--- src/rtl/sc_player_pkg.sv ---
// -----------------------------------------------------------------------------
// sc_player_pkg
// Shared definitions for the RoadFighter player-car move controller:
//   - FSM state encoding (IDLE..GAMEOVER), also exported on the state port
//   - shift command codes driven to the position shifter
//   - spawn load code and the shifter's position limits
//   - saturating-decrement helpers for the controller's counters
// -----------------------------------------------------------------------------
package sc_player_pkg;

    typedef enum logic [2:0] {
        ST_IDLE     = 3'd0,
        ST_LOAD     = 3'd1,
        ST_PLAY     = 3'd2,
        ST_CRASH    = 3'd3,
        ST_GAMEOVER = 3'd4
    } ctrlState_t;

    localparam logic [1:0] SHIFT_HOLD  = 2'b00;
    localparam logic [1:0] SHIFT_LEFT  = 2'b01;
    localparam logic [1:0] SHIFT_RIGHT = 2'b10;

    // Load code presented with the load strobe; the shifter maps it to
    // its spawn position (8'h20).
    localparam logic [7:0] SPAWN_CODE = 8'h02;

    // Position limits enforced inside the shifter. The controller never
    // sees the position, so it issues commands regardless of these.
    localparam logic [7:0] POS_LEFT_LIMIT  = 8'h80;
    localparam logic [7:0] POS_RIGHT_LIMIT = 8'h10;

    function automatic logic [2:0] livesDecSat(input logic [2:0] value);
        if (value == 3'd0) begin
            return 3'd0;
        end else begin
            return value - 3'd1;
        end
    endfunction

    function automatic logic [3:0] cooldownDecSat(input logic [3:0] value);
        if (value == 4'd0) begin
            return 4'd0;
        end else begin
            return value - 4'd1;
        end
    endfunction

    function automatic logic [7:0] crashDecSat(input logic [7:0] value);
        if (value == 8'd0) begin
            return 8'd0;
        end else begin
            return value - 8'd1;
        end
    endfunction

endpackage

--- src/rtl/sc_player_btnsync.sv ---
// -----------------------------------------------------------------------------
// sc_player_btnsync
// Two-flop synchronizer plus rising-edge detector for one asynchronous button.
// Ports:
//   SC_RegSHIFTER_P1_CLOCK_50     : system clock
//   SC_RegSHIFTER_P1_RESET_InHigh : asynchronous active-high reset
//   buttonAsync                   : raw button level (asynchronous)
//   buttonLevel                   : synchronized level (2 clocks after input)
//   buttonPulse                   : one-clock pulse, aligned with the cycle in
//                                   which buttonLevel first reads high
// -----------------------------------------------------------------------------
module sc_player_btnsync (
    input  logic SC_RegSHIFTER_P1_CLOCK_50,
    input  logic SC_RegSHIFTER_P1_RESET_InHigh,
    input  logic buttonAsync,
    output logic buttonLevel,
    output logic buttonPulse
);

    logic syncMeta_r;
    logic syncLevel_r;
    logic pulse_r;

    // Synchronizer chain and registered edge detect. The pulse is computed
    // from the first stage against the second, so it rises together with the
    // synchronized level and no extra cycle of latency is added; the second
    // stage itself acts as the edge-detect history.
    always_ff @(posedge SC_RegSHIFTER_P1_CLOCK_50 or posedge SC_RegSHIFTER_P1_RESET_InHigh) begin
        if (SC_RegSHIFTER_P1_RESET_InHigh) begin
            syncMeta_r  <= 1'b0;
            syncLevel_r <= 1'b0;
            pulse_r     <= 1'b0;
        end else begin
            syncMeta_r  <= buttonAsync;
            syncLevel_r <= syncMeta_r;
            pulse_r     <= syncMeta_r & ~syncLevel_r;
        end
    end

    assign buttonLevel = syncLevel_r;
    assign buttonPulse = pulse_r;

endmodule

--- src/rtl/sc_player_move_controller.sv ---
// -----------------------------------------------------------------------------
// sc_player_move_controller
// Sequencing controller for the RoadFighter player-car position shifter.
// Turns synchronized left/right requests, start and crash events into the
// shifter's load strobe, load data and one-clock shift commands, and keeps
// lives and crash/respawn timing.
//
// Parameters:
//   CTRL_LIVES         : lives loaded on start (1..7)
//   CTRL_MOVE_COOLDOWN : ticks between two accepted moves (1..15)
//   CTRL_CRASH_TICKS   : ticks spent in CRASH before respawn/game over (1..255)
// Ports:
//   SC_RegSHIFTER_P1_CLOCK_50         : 50 MHz system clock
//   SC_RegSHIFTER_P1_RESET_InHigh     : asynchronous active-high reset
//   SC_PLAYERCTRL_tick_In             : one-clock game tick strobe
//   SC_PLAYERCTRL_start_In            : start request (level)
//   SC_PLAYERCTRL_crash_In            : collision flag (level)
//   SC_PLAYERCTRL_left_In/right_In    : raw buttons, asynchronous
//   SC_PLAYERCTRL_load_OutLow         : shifter load strobe, active-low
//   SC_PLAYERCTRL_shiftselection_Out  : 01 left, 10 right, 00 hold
//   SC_PLAYERCTRL_data_OutBUS         : shifter load data
//   SC_PLAYERCTRL_state_Out           : FSM state encoding
//   SC_PLAYERCTRL_lives_Out           : remaining lives
// Build option:
//   SC_PLAYERCTRL_AUTOREPEAT_EN : when defined, a held single button requests
//   a move every cycle (repeat rate set by the cooldown); otherwise only a
//   rising edge of the synchronized level is a request.
// All outputs are registered.
// -----------------------------------------------------------------------------
module sc_player_move_controller
    import sc_player_pkg::*;
#(
    parameter int unsigned CTRL_LIVES         = 3,
    parameter int unsigned CTRL_MOVE_COOLDOWN = 2,
    parameter int unsigned CTRL_CRASH_TICKS   = 8
) (
    input  logic       SC_RegSHIFTER_P1_CLOCK_50,
    input  logic       SC_RegSHIFTER_P1_RESET_InHigh,
    input  logic       SC_PLAYERCTRL_tick_In,
    input  logic       SC_PLAYERCTRL_start_In,
    input  logic       SC_PLAYERCTRL_crash_In,
    input  logic       SC_PLAYERCTRL_left_In,
    input  logic       SC_PLAYERCTRL_right_In,
    output logic       SC_PLAYERCTRL_load_OutLow,
    output logic [1:0] SC_PLAYERCTRL_shiftselection_Out,
    output logic [7:0] SC_PLAYERCTRL_data_OutBUS,
    output logic [2:0] SC_PLAYERCTRL_state_Out,
    output logic [2:0] SC_PLAYERCTRL_lives_Out
);

    localparam logic [2:0] LIVES_INIT    = 3'(CTRL_LIVES);
    localparam logic [3:0] COOLDOWN_INIT = 4'(CTRL_MOVE_COOLDOWN);
    localparam logic [7:0] CRASH_INIT    = 8'(CTRL_CRASH_TICKS);

`ifdef SC_PLAYERCTRL_AUTOREPEAT_EN
    localparam bit AUTOREPEAT_EN = 1'b1;
`else
    localparam bit AUTOREPEAT_EN = 1'b0;
`endif

    ctrlState_t state_r;
    ctrlState_t nextState_s;

    logic [3:0] cooldown_r;
    logic [7:0] crashCount_r;
    logic [2:0] lives_r;

    logic       loadLow_r;
    logic [1:0] shiftSel_r;
    logic [7:0] data_r;

    logic       loadLow_s;
    logic [1:0] shiftSel_s;
    logic [7:0] data_s;

    logic leftLevel_s;
    logic leftPulse_s;
    logic rightLevel_s;
    logic rightPulse_s;
    logic leftReq_s;
    logic rightReq_s;
    logic moveLeft_s;
    logic moveRight_s;
    logic moveAccept_s;
    logic crashDone_s;

    sc_player_btnsync uLeftSync (
        .SC_RegSHIFTER_P1_CLOCK_50     (SC_RegSHIFTER_P1_CLOCK_50),
        .SC_RegSHIFTER_P1_RESET_InHigh (SC_RegSHIFTER_P1_RESET_InHigh),
        .buttonAsync                   (SC_PLAYERCTRL_left_In),
        .buttonLevel                   (leftLevel_s),
        .buttonPulse                   (leftPulse_s)
    );

    sc_player_btnsync uRightSync (
        .SC_RegSHIFTER_P1_CLOCK_50     (SC_RegSHIFTER_P1_CLOCK_50),
        .SC_RegSHIFTER_P1_RESET_InHigh (SC_RegSHIFTER_P1_RESET_InHigh),
        .buttonAsync                   (SC_PLAYERCTRL_right_In),
        .buttonLevel                   (rightLevel_s),
        .buttonPulse                   (rightPulse_s)
    );

    // Request source: held level in autorepeat builds, edge pulse otherwise.
    // A pulse that arrives while cooldown is running simply expires unused.
    assign leftReq_s  = AUTOREPEAT_EN ? leftLevel_s  : leftPulse_s;
    assign rightReq_s = AUTOREPEAT_EN ? rightLevel_s : rightPulse_s;

    // The crash phase ends on the tick that takes the counter to zero
    // (the zero test only guards against an out-of-range parameter).
    assign crashDone_s = (crashCount_r == 8'd0) ||
                         (SC_PLAYERCTRL_tick_In && (crashCount_r == 8'd1));

    // Move decision: only in PLAY, only with cooldown expired, and crash wins
    // over any move. Both directions at once cancel each other.
    always_comb begin
        moveLeft_s  = 1'b0;
        moveRight_s = 1'b0;
        if ((state_r == ST_PLAY) && !SC_PLAYERCTRL_crash_In && (cooldown_r == 4'd0)) begin
            if (leftReq_s && !rightReq_s) begin
                moveLeft_s = 1'b1;
            end else if (rightReq_s && !leftReq_s) begin
                moveRight_s = 1'b1;
            end else begin
                moveLeft_s  = 1'b0;
                moveRight_s = 1'b0;
            end
        end else begin
            moveLeft_s  = 1'b0;
            moveRight_s = 1'b0;
        end
    end

    assign moveAccept_s = moveLeft_s | moveRight_s;

    // FSM state register.
    always_ff @(posedge SC_RegSHIFTER_P1_CLOCK_50 or posedge SC_RegSHIFTER_P1_RESET_InHigh) begin
        if (SC_RegSHIFTER_P1_RESET_InHigh) begin
            state_r <= ST_IDLE;
        end else begin
            state_r <= nextState_s;
        end
    end

    // FSM next-state logic.
    always_comb begin
        nextState_s = state_r;
        case (state_r)
            ST_IDLE: begin
                if (SC_PLAYERCTRL_start_In) begin
                    nextState_s = ST_LOAD;
                end else begin
                    nextState_s = ST_IDLE;
                end
            end
            ST_LOAD: begin
                nextState_s = ST_PLAY;
            end
            ST_PLAY: begin
                if (SC_PLAYERCTRL_crash_In) begin
                    nextState_s = ST_CRASH;
                end else begin
                    nextState_s = ST_PLAY;
                end
            end
            ST_CRASH: begin
                if (crashDone_s) begin
                    if (lives_r != 3'd0) begin
                        nextState_s = ST_LOAD;
                    end else begin
                        nextState_s = ST_GAMEOVER;
                    end
                end else begin
                    nextState_s = ST_CRASH;
                end
            end
            ST_GAMEOVER: begin
                if (SC_PLAYERCTRL_start_In) begin
                    nextState_s = ST_LOAD;
                end else begin
                    nextState_s = ST_GAMEOVER;
                end
            end
            default: begin
                nextState_s = ST_IDLE;
            end
        endcase
    end

    // FSM output decode. Decoding from the next state lets the registered
    // load strobe line up with the cycle in which state reads LOAD.
    always_comb begin
        loadLow_s  = 1'b1;
        data_s     = 8'h00;
        shiftSel_s = SHIFT_HOLD;
        if (nextState_s == ST_LOAD) begin
            loadLow_s = 1'b0;
            data_s    = SPAWN_CODE;
        end else begin
            loadLow_s = 1'b1;
            data_s    = 8'h00;
        end
        if (moveLeft_s) begin
            shiftSel_s = SHIFT_LEFT;
        end else if (moveRight_s) begin
            shiftSel_s = SHIFT_RIGHT;
        end else begin
            shiftSel_s = SHIFT_HOLD;
        end
    end

    // Output registers.
    always_ff @(posedge SC_RegSHIFTER_P1_CLOCK_50 or posedge SC_RegSHIFTER_P1_RESET_InHigh) begin
        if (SC_RegSHIFTER_P1_RESET_InHigh) begin
            loadLow_r  <= 1'b1;
            shiftSel_r <= SHIFT_HOLD;
            data_r     <= 8'h00;
        end else begin
            loadLow_r  <= loadLow_s;
            shiftSel_r <= shiftSel_s;
            data_r     <= data_s;
        end
    end

    // Cooldown, crash counter and lives. A move reloads the cooldown even if
    // a tick arrives in the same clock; a crash discards the cooldown.
    always_ff @(posedge SC_RegSHIFTER_P1_CLOCK_50 or posedge SC_RegSHIFTER_P1_RESET_InHigh) begin
        if (SC_RegSHIFTER_P1_RESET_InHigh) begin
            cooldown_r   <= 4'd0;
            crashCount_r <= 8'd0;
            lives_r      <= LIVES_INIT;
        end else begin
            case (state_r)
                ST_IDLE: begin
                    cooldown_r   <= 4'd0;
                    crashCount_r <= 8'd0;
                    lives_r      <= LIVES_INIT;
                end
                ST_LOAD: begin
                    cooldown_r <= 4'd0;
                end
                ST_PLAY: begin
                    if (SC_PLAYERCTRL_crash_In) begin
                        cooldown_r   <= 4'd0;
                        crashCount_r <= CRASH_INIT;
                        lives_r      <= livesDecSat(lives_r);
                    end else if (moveAccept_s) begin
                        cooldown_r <= COOLDOWN_INIT;
                    end else if (SC_PLAYERCTRL_tick_In) begin
                        cooldown_r <= cooldownDecSat(cooldown_r);
                    end else begin
                        cooldown_r <= cooldown_r;
                    end
                end
                ST_CRASH: begin
                    if (SC_PLAYERCTRL_tick_In) begin
                        crashCount_r <= crashDecSat(crashCount_r);
                    end else begin
                        crashCount_r <= crashCount_r;
                    end
                end
                ST_GAMEOVER: begin
                    if (SC_PLAYERCTRL_start_In) begin
                        lives_r <= LIVES_INIT;
                    end else begin
                        lives_r <= lives_r;
                    end
                end
                default: begin
                    cooldown_r   <= 4'd0;
                    crashCount_r <= 8'd0;
                end
            endcase
        end
    end

    assign SC_PLAYERCTRL_load_OutLow        = loadLow_r;
    assign SC_PLAYERCTRL_shiftselection_Out = shiftSel_r;
    assign SC_PLAYERCTRL_data_OutBUS        = data_r;
    assign SC_PLAYERCTRL_state_Out          = state_r;
    assign SC_PLAYERCTRL_lives_Out          = lives_r;

endmodule

--- config.mk ---
export PLATFORM = sky130hd
export DESIGN_NAME = sc_player_move_controller
export DESIGN_NICKNAME = d
export VERILOG_FILES = /design/src/rtl/sc_player_pkg.sv /design/src/rtl/sc_player_btnsync.sv /design/src/rtl/sc_player_move_controller.sv
export SDC_FILE = /design/constraint.sdc
export NUM_CORES = 1
export LEC_CHECK = 0
export BUFFER_PORTS_ARGS = -buffer_cell sky130_fd_sc_hd__buf_2
export CORE_MARGIN = 8
export CORE_UTILIZATION = 45
export CTS_CLUSTER_DIAMETER = 60
export DETAILED_ROUTE_END_ITERATION = 6
export PLACE_DENSITY_LB_ADDON = 0.25
export SETUP_SLACK_MARGIN = 0.15
export SYNTH_ARGS = -nofsm -noshare
export SYNTH_HDL_FRONTEND = slang
export SYNTH_SLANG_ARGS = --single-unit
--- constraint.sdc ---
create_clock -name SC_RegSHIFTER_P1_CLOCK_50 -period 2.2 [get_ports SC_RegSHIFTER_P1_CLOCK_50]
set_input_delay 0.11 -clock SC_RegSHIFTER_P1_CLOCK_50 [delete_from_list [all_inputs] [get_ports SC_RegSHIFTER_P1_CLOCK_50]]
set_output_delay 0.11 -clock SC_RegSHIFTER_P1_CLOCK_50 [all_outputs]
set_load 0.01 [all_outputs]
==> impl_metrics.tcl, run 1 <==
set metrics [dict create \
    start_util 0.4594 \
    internal_power_mw 1.178 \
    grt.total_usage 0.1187 \
    critPathKind "flop to flop" \
    post_cts_resized 0 \
    via_count 1125 \
    yosys_warnings 0 \
    critPathMaxStageDelay_ns 0.56 \
    min_period_ns 1.726 \
    power_leakage_nw 0.7377 \
    hold_violations 0 \
    synthCells 148 \
    worstPathRequired_ns 2.43 \
    fill_cells 313 \
    grt_max_degree 18 \
    pwr-share-clk 0.172 \
    cts_tree "yes" \
    power.density_nw_per_um2 1174 \
    drv_cap 0 \
    final_area_um2 1673 \
    reg2reg_from "SC_PLAYERCTRL_state_Out[2]$_DFF_PP0_" \
    postCtsSetupRepairBufs 0 \
    rr_endpoint "cooldown_r[0]$_DFFE_PP0P_" \
    min_from "SC_PLAYERCTRL_start_In" \
    final_common_cell "dfrtp_1" \
    final_antenna_net_count 0 \
    clock_sinks 28 \
    status "finished clean" \
    wl_per_cell_um 13.59 \
    dp_hpwl_mm 2.223 \
    slew_viol_final 0 \
    seq_area_um2 704.4 \
    grt_pass1_wl_mm 5.071 \
    p_comb_frac 0.416 \
    hold_class "primary input to flop" \
    global_route.overflow_total 0 \
    r2r_slack_ns 0.47 \
    ff2ff_path_depth 4 \
    fin_nets 177 \
    synth_seq_cells 28 \
    die_h_um 73.91 \
    crit_end "cooldown_r[0]$_DFFE_PP0P_" \
    fin_worst_skew_ns 0.007259 \
    clk_pin_slew_ns 0.16 \
    max_freq_mhz 579.2 \
    coreArea_um2 3284 \
    numPortBuffers 16 \
    tightestPinTransition_ns 0.5475 \
    total_power_mw 1.963 \
    clock_path_buffers 2 \
    arrival_ns 1.95 \
    ys_seq_area_frac 0.4668 \
    diodes 0 \
    ys_types 46 \
    cts_buffers 3 \
    critPathMaxFanout 12 \
    viasPerCell 5.282 \
    wl_mm 2.894 \
    yosysTopAreaCell "dfrtp_1" \
    drive_above_1_share 0.2036 \
    layout_common_cells "dfrtp_1, buf_2, o21ai_1" \
    power_switching_mw 0.7850 \
    holdBufCountCts 3 \
    crit_path_top_delay_cell "dfrtp_1" \
    synth_ff_type "dfrtp_1" \
    dieArea_um2 5462 \
    antenna_found_initial 0 \
    final-setup-viol-count 0 \
    synth_edf_count 0 \
    ir_worst_vdd_v 0.0006135 \
    drc 0 \
    ys_top_cells_by_area "dfrtp_1, dfstp_2, o21ai_1" \
    relSlewSlack 0.6322 \
    pwr-share-seq 0.412 \
    async_reset_ff_frac 1.000 \
    multi_input_area_um2 706.9 \
    yosysTopAreaCellShare 0.4146 \
    place_area_um2 1590 \
    gp_congestion 0.8393 \
    syn-mean-instance-area_um2 10.20 \
    endpoint_kind "flop" \
    holdWs_ns 0.02756 \
    startpoint_type "flop" \
    syn_area_um2 1509 \
    tns_ns 0 \
    area_delta_synth_final_pct 10.86 \
    drt-pass1-iter-count 4 \
    cts_root_buffer "clkbuf_4" \
    die_w_um 73.91 \
    std_cell_rows 21 \
    cp-startpoint "SC_PLAYERCTRL_state_Out[2]$_DFF_PP0_" \
    crit_chain "nand2b_1 > a2111oi_4 > nor2_2 > mux2_1" \
    min_period_over_period 0.7847 \
    first_global_vias 1092 \
    insertion_delay_ns 0.33 \
    swShare 0.3999 \
    io_pins 24 \
    rsz0062_at_grt "false" \
    cts_htree_levels 1 \
    drt-initial-drc-count 41 \
]
## cell type report
| cell class | count | share of cell area |
|---|---|---|
| clock buffers | 3 | 0.01346 |
| clock inverters | 1 | 0.01795 |
| inverters | 9 | 0.02019 |
| multi-input cells | 106 | 0.4226 |
| flip-flops and latches | 28 | 0.4211 |
| well taps | 46 | 0.03441 |
| repair buffers | 20 | 0.07031 |
## registers in the layout, summed over array words and instances (netlist names), 2 cells and up
register and cells:
SC_PLAYERCTRL_lives_Out 3, SC_PLAYERCTRL_shiftselection_Out 2, SC_PLAYERCTRL_state_Out 3, cooldown_r 4, crashCount_r 8
## Yosys cell counts, types with 3 or more instances
master / n
o21ai_0: 5
nor2b_1: 4
nand2_1: 8
dfrtp_1: 25
inv_1: 9
nor3_1: 6
o31ai_1: 3
nand2b_1: 5
nand3_1: 3
buf_4: 8
dfstp_2: 3
nor2_1: 11
o21ai_1: 13
a21oi_1: 4
## critical path, delay by kind of cell (launching register included)
family	cells	cell delay [ns]
AO/OA/AOI/OAI	1	0.35
flip-flops	1	0.56
AND/OR/NAND/NOR	2	0.39
multiplexers	1	0.33
## power by group through the flow
| stage | Clock, mW | Combinational [mW] | Sequential, mW |
|---|---|---|---|
| 2_1_floorplan | 0 | 0.705 | 0.766 |
| 3_3_place_gp | 0 | 0.799 | 0.806 |
| 3_5_place_dp | 0 | 0.820 | 0.816 |
| 4_1_cts | 0.353 | 0.828 | 0.808 |
| 5_1_grt | 0.367 | 0.925 | 0.836 |
| 6_report | 0.338 | 0.817 | 0.808 |
## per-layer routing
metal | share of wire | global-route usage
met5 | 0 | 0
met4 | 0.012 | 0.04435
met3 | 0.046 | 0.02319
met1 | 0.46 | 0.1508
met2 | 0.48 | 0.1924
## worst min-delay path by stage
stage | end | slack (ns) | cells past startpoint
finish | SC_PLAYERCTRL_data_OutBUS[1]$_DFF_PP0_ | 0.03 | 3
floorplan | uLeftSync.syncMeta_r$_DFF_PP0_ | 0.14 | 0
CTS | SC_PLAYERCTRL_data_OutBUS[1]$_DFF_PP0_ | 0.01 | 3
global placement | SC_PLAYERCTRL_state_Out[0]$_DFF_PP0_ | 0.18 | 2
detailed placement | SC_PLAYERCTRL_state_Out[0]$_DFF_PP0_ | 0.18 | 2
global route | SC_PLAYERCTRL_data_OutBUS[1]$_DFF_PP0_ | 0.01 | 3
## cells by family after synthesis
group	count (synthesis)	share of synthesized area
AND/OR/NAND/NOR	54	0.2239
AO/OA/AOI/OAI	38	0.1783
flip-flops	28	0.4668
buffers and inverters	20	0.07960
XOR/XNOR	3	0.01742
adder cells (fa/ha/maj)	2	0.01658
multiplexers	2	0.01492
other	1	0.002485
## per-stage QoR
step           setup slack (ns)  utilization  std cells
2_1_floorplan            0.7009            -        154
3_3_place_gp             0.5853       0.4842        206
3_5_place_dp             0.5039       0.4842        206
4_1_cts                  0.4745       0.5093        213
5_1_grt                  0.2871       0.5093        213
6_report                 0.4736       0.5093        213
Power figures use the tool's default switching activity.
==> run 2: changes to the inputs <==
clock period = 1.5 ns   (was 2.2 ns; I/O delays follow)
==> run 2 against run 1 <==
The run now ends with setup timing left. Combinational power rose to 2.7 times the previous value. Routed wire length grew 26%. Critical path depth unchanged. Worst hold slack better by 0.043 ns. Sequential share of layout area fell by 9.0 points. Cell count is 17% higher. Cell area grew 28%. Die area unchanged. Via count rose by 14%. Count of clock-buffer cells in the layout unchanged. Flip-flop and latch count is the same. Critical path type unchanged. Highest routed layer unchanged.
==> impl_metrics.tcl, run 2 (synthesized netlist as in run 1, its figures left out) <==
set metrics [dict create \
    cts_tree "yes" \
    min_period_ns 1.512 \
    numPortBuffers 16 \
    fin_nets 213 \
    coreArea_um2 3284 \
    critPathMaxStageDelay_ns 0.44 \
    cts_buffers 3 \
    wl_mm 3.654 \
    final_antenna_net_count 0 \
    max_freq_mhz 661.2 \
    p_comb_frac 0.574 \
    holdWs_ns 0.07046 \
    finalWorstSetupSlack_ns -0.01242 \
    status "finished with violations" \
    gp_congestion 0.8458 \
    fin_util 0.6518 \
    slew_viol_final 0 \
    drt-initial-drc-count 39 \
    die_h_um 73.91 \
    violations "setup timing" \
    fin_worst_skew_ns 0.002947 \
    crit_path_top_delay_cell "dfrtp_1" \
    drv_cap 0 \
    drt-pass1-iter-count 4 \
    dp_hpwl_mm 2.593 \
    clk_pin_slew_ns 0.15 \
    final_area_um2 2141 \
    rsz0062_at_grt "true" \
    largest-register "crashCount_r" \
    insertion_delay_ns 0.33 \
    reg_top3 "crashCount_r x8, cooldown_r x4" \
    startpoint_type "flop" \
    place_area_um2 1799 \
    grt_pass1_wl_mm 6.168 \
    power_leakage_nw 0.9683 \
    pwr-share-seq 0.295 \
    worstPathRequired_ns 1.74 \
    final-setup-viol-count 3 \
    crit_chain "xor2_2 > a2111oi_4 > nor2_2 > mux2_4" \
    min_period_over_period 1.008 \
    start_util 0.4594 \
    first_global_vias 1431 \
    pwr-share-clk 0.132 \
    ir_worst_vdd_v 0.001124 \
    power_switching_mw 1.464 \
    grt.total_usage 0.1435 \
    cts_root_buffer "clkbuf_4" \
    swShare 0.3842 \
    drive_above_1_share 0.5123 \
    global_route.overflow_total 0 \
    endpoint_kind "flop" \
    power.density_nw_per_um2 1779 \
    hold_class "primary input to flop" \
    internal_power_mw 2.346 \
    clock_path_buffers 2 \
    area_delta_synth_final_pct 41.87 \
    critPathMaxFanout 3 \
    grt_max_degree 29 \
    std_cell_rows 21 \
    io_pins 24 \
    clock_sinks 28 \
    die_w_um 73.91 \
    diodes 0 \
    largest_reg_flops 8 \
    cts_htree_levels 1 \
    critPathKind "flop to flop" \
    antenna_found_initial 0 \
    final_common_cell "buf_4" \
    total_power_mw 3.809 \
    via_count 1278 \
    wl_per_cell_um 14.67 \
    layout_common_cells "buf_4, dfrtp_1, buf_2" \
    drc 0 \
    viasPerCell 5.133 \
    arrival_ns 1.75 \
    dieArea_um2 5462 \
    hold_violations 0 \
]
-- run 2: cell types whose count changed in the layout (fill, tap and decap cells not counted), moves of 3 or more --
cell	change
buf_4	+35
dfrtp_1	-4
dfrtp_2	+4
o21ai_0	-3
o21ai_2	+3
-- run 2: critical path, delay by kind of cell (launching register included) --
family / cells / cell delay, ns
AOI/OAI and AO/OA: 1 / 0.39
xor gates and xnor gates: 1 / 0.21
DFF: 1 / 0.44
muxes: 1 / 0.30
and+or+nand+nor: 1 / 0.09
-- run 2: power groups by stage --
stage               Combinational (mW)  Sequential (mW)  Clock (mW)
floorplan                         1.07             1.13           0
global placement                  1.67             1.09           0
detailed placement                1.73             1.11           0
CTS                               2.11             1.11       0.517
global route                      2.38             1.15       0.544
finish                            2.19             1.12       0.501
-- run 2: metrics by stage --
step | setup TNS (ns) | setup WS [ns] | instances
finish | -0.01500 | -0.01242 | 249
global route | -0.5555 | -0.1083 | 249
detailed placement | -0.09977 | -0.05150 | 231
floorplan | 0 | 0.03613 | 154
global placement | -0.007795 | -0.006747 | 231
CTS | -0.009299 | -0.004819 | 249
-- run 2: what timing repair did --
item | 4_1_cts | 5_1_grt
pin swaps | 14 | 11
buffers inserted | 11 | 0
hold buffers | 3 | 0
setup endpoints to repair | 20 | 21
gates resized for setup | 28 | 12
endpoints found under the hold margin | 27 | 0
-- run 2: area by class of cell --
type,instances,area [um2]
Fill cell,275,1144
Tap cell,46,57.56
Clock inverter,1,30.03
Timing Repair Buffer,56,397.9
Sequential cell,28,709.4
Multi-Input combinational cell,106,889.6
Inverter,9,33.78
Clock buffer,3,22.52
-- run 2: path summary, 6_finish.rpt --
path	from	to	slack [ns]	depth (start not counted)
worst max register to register	uLeftSync.buttonPulse$_DFF_PP0_	cooldown_r[0]$_DFFE_PP0P_	-0.01	4
worst min-delay path	SC_PLAYERCTRL_start_In	SC_PLAYERCTRL_data_OutBUS[1]$_DFF_PP0_	0.07	3
worst min register to register	uRightSync.syncMeta_r$_DFF_PP0_	uRightSync.buttonLevel$_DFF_PP0_	0.40	0
worst max-delay path	uLeftSync.buttonPulse$_DFF_PP0_	cooldown_r[0]$_DFFE_PP0P_	-0.01	4
max in group asynchronous	SC_RegSHIFTER_P1_RESET_InHigh	SC_PLAYERCTRL_lives_Out[1]$_DFFE_PP1P_	0.85	4
min in group asynchronous	SC_RegSHIFTER_P1_RESET_InHigh	SC_PLAYERCTRL_data_OutBUS[1]$_DFF_PP0_	0.34	4
-- run 2: metal layers --
| layer | part of all wire | track usage |
|---|---|---|
| met1 | 0.40 | 0.1567 |
| met2 | 0.56 | 0.2588 |
| met3 | 0.023 | 0.02046 |
| met4 | 0.024 | 0.07761 |
| met5 | 0 | 0 |
==> run 3: changes to the inputs <==
--- a/config.mk
+++ b/config.mk
@@ -10,3 +10,2 @@
 export CORE_UTILIZATION = 45
-export CTS_CLUSTER_DIAMETER = 60
 export DETAILED_ROUTE_END_ITERATION = 6
==> constraint.sdc (replaced) <==
create_clock -name SC_RegSHIFTER_P1_CLOCK_50 -period 1.5 [get_ports SC_RegSHIFTER_P1_CLOCK_50]
set_input_delay 0.15 -clock SC_RegSHIFTER_P1_CLOCK_50 [delete_from_list [all_inputs] [get_ports SC_RegSHIFTER_P1_CLOCK_50]]
set_output_delay 0.15 -clock SC_RegSHIFTER_P1_CLOCK_50 [all_outputs]
set_load 0.01 [all_outputs]
==> run 3 against run 2 <==
The run still ends with setup timing left. Flip-flop and latch count unchanged. Register-to-register slack about the same. Worst hold slack better by 0.075 ns. Cell count up 0.40%. Routed wire length about the same. Sequential share of layout area down 0.097 points. Critical endpoint unchanged. Largest power group unchanged. Highest routed layer unchanged.
==> impl_metrics.tcl, run 3 (synthesized netlist as in run 1, its figures left out) <==
set metrics [dict create \
    status "finished with violations" \
    violations "setup timing" \
    diodes 0 \
    ir_worst_vdd_v 0.001127 \
    wl_mm 3.653 \
    holdWs_ns 0.1455 \
    min_period_over_period 1.007 \
    die_w_um 73.91 \
    cts_htree_levels 1 \
    cts_buffers 3 \
    viasPerCell 5.156 \
    final_antenna_net_count 0 \
    finalWorstSetupSlack_ns -0.01039 \
    start_util 0.4594 \
    drive_above_1_share 0.5147 \
    max_freq_mhz 662.1 \
    antenna_found_initial 0 \
    dp_hpwl_mm 2.593 \
    hold_class "primary input to flop" \
    dieArea_um2 5462 \
    grt.total_usage 0.1447 \
    drc 0 \
    largest-register "crashCount_r" \
    die_h_um 73.91 \
    rsz0062_at_grt "true" \
    reg_top3 "crashCount_r x8, cooldown_r x4" \
    wl_per_cell_um 14.61 \
    min_period_ns 1.510 \
    std_cell_rows 21 \
    power_leakage_nw 0.9737 \
    fin_nets 214 \
    gp_congestion 0.8458 \
    io_pins 24 \
    final_common_cell "buf_4" \
    clk_pin_slew_ns 0.16 \
    cts_tree "yes" \
    drt-pass1-iter-count 4 \
    arrival_ns 1.75 \
    layout_common_cells "buf_4, dfrtp_1, buf_2" \
    critPathMaxFanout 3 \
    via_count 1289 \
    critPathKind "flop to flop" \
    final_area_um2 2147 \
    area_delta_synth_final_pct 42.29 \
    insertion_delay_ns 0.33 \
    coreArea_um2 3284 \
    clock_path_buffers 2 \
    fill_cells 272 \
    grt_max_degree 29 \
    multi_input_area_um2 884.6 \
    endpoint_kind "flop" \
    clock_sinks 28 \
    cts_root_buffer "clkbuf_4" \
    first_global_vias 1422 \
    fin_worst_skew_ns 0.004558 \
    startpoint_type "flop" \
    place_area_um2 1799 \
    final-setup-viol-count 3 \
    numPortBuffers 16 \
    largest_reg_flops 8 \
    power.density_nw_per_um2 1770 \
    worstPathRequired_ns 1.74 \
    drv_cap 0 \
    global_route.overflow_total 0 \
    seq_area_um2 709.4 \
    drt-initial-drc-count 42 \
    slew_viol_final 0 \
    hold_violations 0 \
    grt_pass1_wl_mm 6.196 \
]
[run 3: stage by stage]
stage | setup WS [ns] | setup TNS, ns | util | power (mW) | instances
6_report | -0.01039 | -0.01245 | 0.6537 | 3.801 | 250
5_1_grt | -0.1083 | -0.5641 | 0.6537 | 4.049 | 250
4_1_cts | -0.004819 | -0.009299 | 0.6377 | 3.741 | 249
3_5_place_dp | -0.05150 | -0.09977 | 0.5478 | 2.842 | 231
3_3_place_gp | -0.006747 | -0.007795 | 0.5478 | 2.755 | 231
2_1_floorplan | 0.03613 | 0 | - | 2.196 | 154
[run 3: final cells by class]
cell class | instances | share of cell area
well taps | 46 | 0.02681
clock inverters | 1 | 0.01399
multi-input cells | 106 | 0.4120
flip-flops and latches | 28 | 0.3304
clock buffers | 3 | 0.01049
repair buffers | 57 | 0.1906
inverters | 9 | 0.01573
[run 3: path summary, 6_finish.rpt]
check	from	end	slack, ns	depth (start not counted)
setup / recovery	uLeftSync.buttonPulse$_DFF_PP0_	cooldown_r[0]$_DFFE_PP0P_	-0.01	4
hold reg to reg	uRightSync.syncMeta_r$_DFF_PP0_	uRightSync.buttonLevel$_DFF_PP0_	0.39	0
min in group asynchronous	SC_RegSHIFTER_P1_RESET_InHigh	SC_PLAYERCTRL_data_OutBUS[1]$_DFF_PP0_	0.42	4
max in group asynchronous	SC_RegSHIFTER_P1_RESET_InHigh	SC_PLAYERCTRL_lives_Out[1]$_DFFE_PP1P_	0.77	4
hold / removal	SC_PLAYERCTRL_start_In	SC_PLAYERCTRL_data_OutBUS[1]$_DFF_PP0_	0.15	3
setup reg to reg	uLeftSync.buttonPulse$_DFF_PP0_	cooldown_r[0]$_DFFE_PP0P_	-0.01	4
[run 3: critical path, stage by stage, from the launching register on]
cell,delay (ns)
dfrtp_1,0.44
xor2_2,0.21
a2111oi_4,0.39
nor2_2,0.09
mux2_4,0.30
[run 3: routing by layer]
| layer | global-route usage | vias to the layer above | wire length, um |
|---|---|---|---|
| met5 | 0 | - | 0 |
| met4 | 0.07761 | 0 | 120 |
| met3 | 0.02046 | 16 | 108 |
| met2 | 0.2598 | 31 | 1981 |
| met1 | 0.1591 | 620 | 1442 |
| li1 | - | 622 | - |
[run 3: repair_timing]
item / 4_1_cts / 5_1_grt
hold buffers: 3 / 0
endpoints found under the hold margin: 27 / 0
setup endpoints to repair: 21 / 22
setup buffers: 11 / 1
pin swaps: 14 / 11
gates resized for setup: 30 / 10
[run 3: report_power, final]
group | internal (mW) | switching [mW]
combinational | 1.13 | 1.05
clock | 0.270 | 0.231
sequential | 0.945 | 0.175
total | 2.34 | 1.46
